**config.mk**
```make
export PLATFORM = sky130hd
export DESIGN_NAME = ifu
export DESIGN_NICKNAME = d
export VERILOG_FILES = /design/src/rtl/ifu_pkg.sv /design/src/rtl/ifu.sv
export SDC_FILE = /design/constraint.sdc
export NUM_CORES = 1
export LEC_CHECK = 0
export ABC_AREA = 0
export BUFFER_PORTS_ARGS = -buffer_cell sky130_fd_sc_hd__buf_4
export CAP_MARGIN = 25
export CELL_PAD_IN_SITES_DETAIL_PLACEMENT = 1
export CELL_PAD_IN_SITES_GLOBAL_PLACEMENT = 2
export CORE_MARGIN = 4
export CORE_UTILIZATION = 30
export DETAILED_ROUTE_END_ITERATION = 6
export PLACE_DENSITY_LB_ADDON = 0.1
export SYNTH_ARGS = -nofsm -noshare
export SYNTH_HDL_FRONTEND = slang
export SYNTH_SLANG_ARGS = --single-unit
```
**constraint.sdc**
```tcl
create_clock -name clk -period 5.8 [get_ports clk]
set_clock_uncertainty 0.2 [all_clocks]
set_input_delay 0.29 -clock clk [delete_from_list [all_inputs] [get_ports clk]]
set_output_delay 0.29 -clock clk [all_outputs]
set_load 0.05 [all_outputs]
```
**src/rtl/ifu_pkg.sv**
```systemverilog
// Shared types and constants for the instruction fetch unit.
package ifu_pkg;

  typedef enum logic [1:0] {
    ST_REQ  = 2'd0,
    ST_WAIT = 2'd1,
    ST_HOLD = 2'd2
  } ifu_state_e;

  localparam logic [31:0] RESET_PC_DEFAULT = 32'h8000_0000;
  localparam logic [31:0] INST_BYTES       = 32'd4;

  function automatic logic [31:0] word_align(input logic [31:0] pc);
    return pc & ~32'd3;
  endfunction

endpackage

```
**src/rtl/ifu.sv**
```systemverilog
// Instruction fetch unit: one outstanding read to instruction memory, a
// single-entry instruction holding register, and redirect handling.
//
// Handshakes: a transfer happens on a cycle where valid and ready are both
// high at posedge clk. Once mem_req_valid is high, mem_req_addr changes only
// after a redirect in a cycle without an accept. inst/inst_pc hold while
// inst_valid is high and nothing consumes them.
module ifu
  import ifu_pkg::*;
#(
  parameter logic [31:0] RESET_PC = RESET_PC_DEFAULT
) (
  input  logic        clk,
  input  logic        rst,
  input  logic        redirect_valid,
  input  logic [31:0] redirect_pc,
  output logic        inst_valid,
  output logic [31:0] inst,
  output logic [31:0] inst_pc,
  input  logic        inst_ready,
  output logic        mem_req_valid,
  output logic [31:0] mem_req_addr,
  input  logic        mem_req_ready,
  input  logic        mem_resp_valid,
  input  logic [31:0] mem_resp_data,
  output logic [1:0]  dbg_state
);

  ifu_state_e  state, state_nxt;
  logic [31:0] fetch_pc;
  logic [31:0] inflight_pc;
  logic        drop;
  logic [31:0] inst_q;
  logic [31:0] inst_pc_q;
  logic [31:0] redirect_tgt;

  assign redirect_tgt = word_align(redirect_pc);

  // State register.
  always_ff @(posedge clk) begin
    if (rst) state <= ST_REQ;
    else     state <= state_nxt;
  end

  // Next-state logic.
  always_comb begin
    state_nxt = state;
    unique case (state)
      ST_REQ: begin
        if (mem_req_ready) state_nxt = ST_WAIT;
      end
      ST_WAIT: begin
        if (mem_resp_valid) begin
          if (drop || redirect_valid) state_nxt = ST_REQ;
          else                        state_nxt = ST_HOLD;
        end
      end
      ST_HOLD: begin
        if (redirect_valid || inst_ready) state_nxt = ST_REQ;
      end
      default: state_nxt = ST_REQ;
    endcase
  end

  // Output decode. Reset masks the valids so nothing leaks out while rst is high.
  always_comb begin
    mem_req_valid = 1'b0;
    inst_valid    = 1'b0;
    if (!rst) begin
      mem_req_valid = (state == ST_REQ);
      inst_valid    = (state == ST_HOLD);
    end
  end

  assign mem_req_addr = fetch_pc;
  assign inst         = inst_q;
  assign inst_pc      = inst_pc_q;
  assign dbg_state    = state;

  // Datapath: fetch PC, in-flight PC, drop flag and the instruction holding register.
  always_ff @(posedge clk) begin
    if (rst) begin
      fetch_pc    <= RESET_PC;
      inflight_pc <= 32'd0;
      drop        <= 1'b0;
      inst_q      <= 32'd0;
      inst_pc_q   <= 32'd0;
    end else begin
      unique case (state)
        ST_REQ: begin
          if (mem_req_ready) begin
            inflight_pc <= fetch_pc;
            if (redirect_valid) drop <= 1'b1;
          end
          if (redirect_valid) fetch_pc <= redirect_tgt;
        end
        ST_WAIT: begin
          if (mem_resp_valid) begin
            if (!drop && !redirect_valid) begin
              inst_q    <= mem_resp_data;
              inst_pc_q <= inflight_pc;
              fetch_pc  <= inflight_pc + INST_BYTES;
            end else begin
              drop <= 1'b0;
              if (redirect_valid) fetch_pc <= redirect_tgt;
            end
          end else if (redirect_valid) begin
            // Response for the old path is still owed; remember to discard it.
            drop     <= 1'b1;
            fetch_pc <= redirect_tgt;
          end
        end
        ST_HOLD: begin
          if (redirect_valid) fetch_pc <= redirect_tgt;
        end
        default: ;
      endcase
    end
  end

endmodule

```
==> flow_metrics.env <==
export IMPL_floorplan_initialDensity_pct=30.7
export IMPL_count_of_boundary_i_o_pins=170
export IMPL_list_of_most_frequent_post_synthesis_cells="sky130_fd_sc_hd__nand2_1, sky130_fd_sc_hd__dfxtp_1, sky130_fd_sc_hd__a21oi_1"
export IMPL_achievable_frequency_mhz=381
export IMPL_syn_avg_cell_area_um2=8.05
export IMPL_antenna_violating_nets_post_route=0
export IMPL_floorplan_die_width_um=141
export IMPL_worstPathArrival_ps=2680
export IMPL_grt_max_degree=79
export IMPL_hold_depth=3
export IMPL_final_max_slew_violation_count=0
export IMPL_max_cap_viol_count=0
export IMPL_grt_setup_unrepaired="false"
export IMPL_htreeDepth=4
export IMPL_cts_inserted_buffers=17
export IMPL_ctsRootBufferMaster="sky130_fd_sc_hd__clkbuf_16"
export IMPL_design_power_total_w=0.00224
export IMPL_dr_pass1_iters=4
export IMPL_reg2reg_from="dbg_state[1]"
export IMPL_holdPathEnd="mem_req_addr[20]"
export IMPL_critPathKind="reg -> reg"
export IMPL_grt_pass1_wl_mm=30.1
export IMPL_synth_compound_gate_area_share_pct=18.4
export IMPL_crit_fanout=17
export IMPL_synthXorXnorAreaFrac_pct=4.11
export IMPL_yosys_area_top_type="sky130_fd_sc_hd__dfxtp_1"
export IMPL_synth_top_cells_by_area="sky130_fd_sc_hd__dfxtp_1, sky130_fd_sc_hd__nand2_1, sky130_fd_sc_hd__a21oi_1"
export IMPL_route_detailed_drc=0
export IMPL_routed_wire_length_per_instance_um=17.0
export IMPL_rrSetupSlack_ps=3170
export IMPL_ys_warnings_count=0
export IMPL_synthMuxAreaShare_pct=0
export IMPL_placeableCoreArea_um2=17400
export IMPL_final_period_utilization_pct=45.3
export IMPL_syn_num_nets=732
export IMPL_clkSlewWorstSetupHoldPaths_ps=60
export IMPL_area_growth_pct=45.2
export IMPL_setup_tns_ps=0
export IMPL_clock_path_buffers=2
export IMPL_area_share_of_the_largest_cell_type_after_synthesis_pct=49.3
export IMPL_synthArstFlopShare_pct=0
export IMPL_required_time_of_the_critical_path_ps=5850
export IMPL_floorplan_die_height_um=141
export IMPL_tritoncts_num_sinks=131
export IMPL_synth_seq_area_share_pct=49.3
export IMPL_yosys_cell_types_count=46
export IMPL_viasPerCell=4.90
export IMPL_post_synth_instance_area_um2=5320
export IMPL_groute_usage_overall_pct=18.9
export IMPL_setup_viol=0
export IMPL_global_route_overflow_total=0
export IMPL_n_antenna_cell=0
export IMPL_post_synth_top_count_cell="sky130_fd_sc_hd__nand2_1"
export IMPL_postSynthCellCount=661
export IMPL_synth_flop_cell="sky130_fd_sc_hd__dfxtp_1"
export IMPL_timing_final_crit_period_ps=2630
export IMPL_quantity_of_gates_resized_following_cts=0
export IMPL_total_leakage_power_nw=3.03
export IMPL_startpoint_of_the_tightest_hold_check_path="redirect_pc[20]"
export IMPL_dr_total_vias=5356
export IMPL_worst_setup_path_start_kind="flip-flop"
export IMPL_main_combinational_cell_family_by_area_after_synthesis="simple AND/OR/NAND/NOR gates"
export IMPL_drt_total_wl_mm=18.6
export IMPL_run_status="finished clean"
export IMPL_yosys_register_bits=131
export IMPL_num_rows=48
export IMPL_power_per_cell_area_nw_per_um2=290
export IMPL_number_of_global_route_vias_before_repair=5808
export IMPL_critical_path_endpoint_type="flip-flop"
export IMPL_post_dp_hpwl_mm=12.6
export IMPL_num_nets_final=925
export IMPL_grt_antenna_before_repair=0
export IMPL_timing_final_hold_violations=0
export IMPL_hold_crit_path_type="in -> reg"
export IMPL_worstSetupStartpoint="dbg_state[1]"
export IMPL_synth_enable_flop_cells=0
export IMPL_drive_above_1_share_pct=24.8
export IMPL_synth_simple_gate_area_share_pct=23.8
export IMPL_initialDrtViolationCount=143
export IMPL_die_area_um2=19900
export IMPL_synth_adder_area_share_pct=0.235
export IMPL_port_buffers=167
export IMPL_cts_tree="yes"
export IMPL_actual_transition_at_the_worst_max_transition_pin_ps=935
export IMPL_headroom_to_the_max_slew_limit_pct=37.1
export IMPL_number_of_cells_on_the_worst_reg_to_reg_path=5
export IMPL_worst_ir_drop_vdd_v=0.000207
export IMPL_worst_r2r_endpoint="mem_req_addr[15]"
export IMPL_gp_routability_congestion=0.781
export IMPL_clkLatencyLatePin_ps=410
logic make-up (layout without fill, tap and decap cells):
group           count (synthesis)  after routing
xor+xnor                       25             25
simple gates                  283            283
buf+inv                        52            258
flops                         131            131
compound gates                169            169
fa+ha+maj                       1              1
final cells by class:
| type | count | area [um2] |
|---|---|---|
| Tap cell | 225 | 282 |
| Timing Repair Buffer | 221 | 1780 |
| Clock inverter | 11 | 87.6 |
| Multi-Input combinational cell | 478 | 2490 |
| Clock buffer | 21 | 450 |
| Fill cell | 2052 | 9630 |
| Inverter | 5 | 18.8 |
| Sequential cell | 131 | 2620 |
power breakdown:
part | internal (W) | switching (W) | leakage, nW
registers | 0.000931 | 0.0000338 | 1.07
logic | 0.000111 | 0.000177 | 1.70
clock network | 0.000594 | 0.000392 | 0.262
total | 0.00164 | 0.000603 | 3.03
stage by stage:
step,utilization (%),area (um2),worst slack [ps],hold WS [ps],instances
after floorplan,-,5320,3210,226,661
after global placement,38.6,6710,3190,244,1012
after detailed placement,38.7,6720,3210,248,1013
after CTS,44.5,7730,3170,3.55,1092
after global routing,44.5,7730,2990,16.0,1092
final,44.5,7730,3170,15.2,1092
critical path: stages, from the launching register on:
cell                       delay [ps]
sky130_fd_sc_hd__dfxtp_1          660
sky130_fd_sc_hd__nand2_1          190
sky130_fd_sc_hd__nand2_1          610
sky130_fd_sc_hd__nand2_2          410
sky130_fd_sc_hd__o221ai_1         310
sky130_fd_sc_hd__a21oi_1           70
how the worst max path moves through the flow:
stage | to | slack [ps] | depth (start not counted)
4_1_cts | mem_req_addr[15] | 3170 | 5
3_3_place_gp | mem_req_addr[28] | 3190 | 5
2_1_floorplan | inst_valid | 3210 | 3
3_5_place_dp | mem_req_addr[9] | 3210 | 5
6_report | mem_req_addr[15] | 3170 | 5
5_1_grt | mem_req_addr[15] | 2990 | 5
registers in the layout (all words and copies together), names as in the netlist:
name / flops
inst_pc: 32
drop: 1
mem_req_addr: 32
dbg_state: 2
inst: 32
inflight_pc: 32
per-layer routing:
| layer | share of wire [%] | global-route usage (%) |
|---|---|---|
| met5 | 0 | 0 |
| met4 | 1.3 | 5.97 |
| met3 | 6.4 | 5.60 |
| met2 | 50 | 32.5 |
| met1 | 42 | 22.8 |
timing repair:
action                    4_1_cts  5_1_grt
hold endpoints to repair       47        0
hold buffers                   47        0
buffers inserted                0        0
placed cells by master (no fill, tap or decap), types with 4 or more instances in the layout:
master,Yosys,routed
sky130_fd_sc_hd__nand2_1,209,209
sky130_fd_sc_hd__buf_4,4,173
sky130_fd_sc_hd__dfxtp_1,131,131
sky130_fd_sc_hd__a21oi_1,110,110
sky130_fd_sc_hd__dlygate4sd3_1,0,47
sky130_fd_sc_hd__nor2_1,22,21
sky130_fd_sc_hd__clkbuf_16,0,17
sky130_fd_sc_hd__xor2_1,14,14
sky130_fd_sc_hd__o221ai_1,12,12
sky130_fd_sc_hd__xnor2_1,11,11
sky130_fd_sc_hd__o21ai_0,11,11
sky130_fd_sc_hd__nand3_1,8,8
sky130_fd_sc_hd__a22oi_1,8,8
sky130_fd_sc_hd__o22ai_1,8,8
sky130_fd_sc_hd__clkinv_2,0,7
sky130_fd_sc_hd__nor3_1,5,5
sky130_fd_sc_hd__inv_1,5,5
sky130_fd_sc_hd__a211oi_1,5,5
sky130_fd_sc_hd__and4_1,5,5
sky130_fd_sc_hd__and3_1,5,5
sky130_fd_sc_hd__nand4_1,5,5
sky130_fd_sc_hd__a221oi_1,4,4
Note: power is estimated with default switching activity, not from simulation.
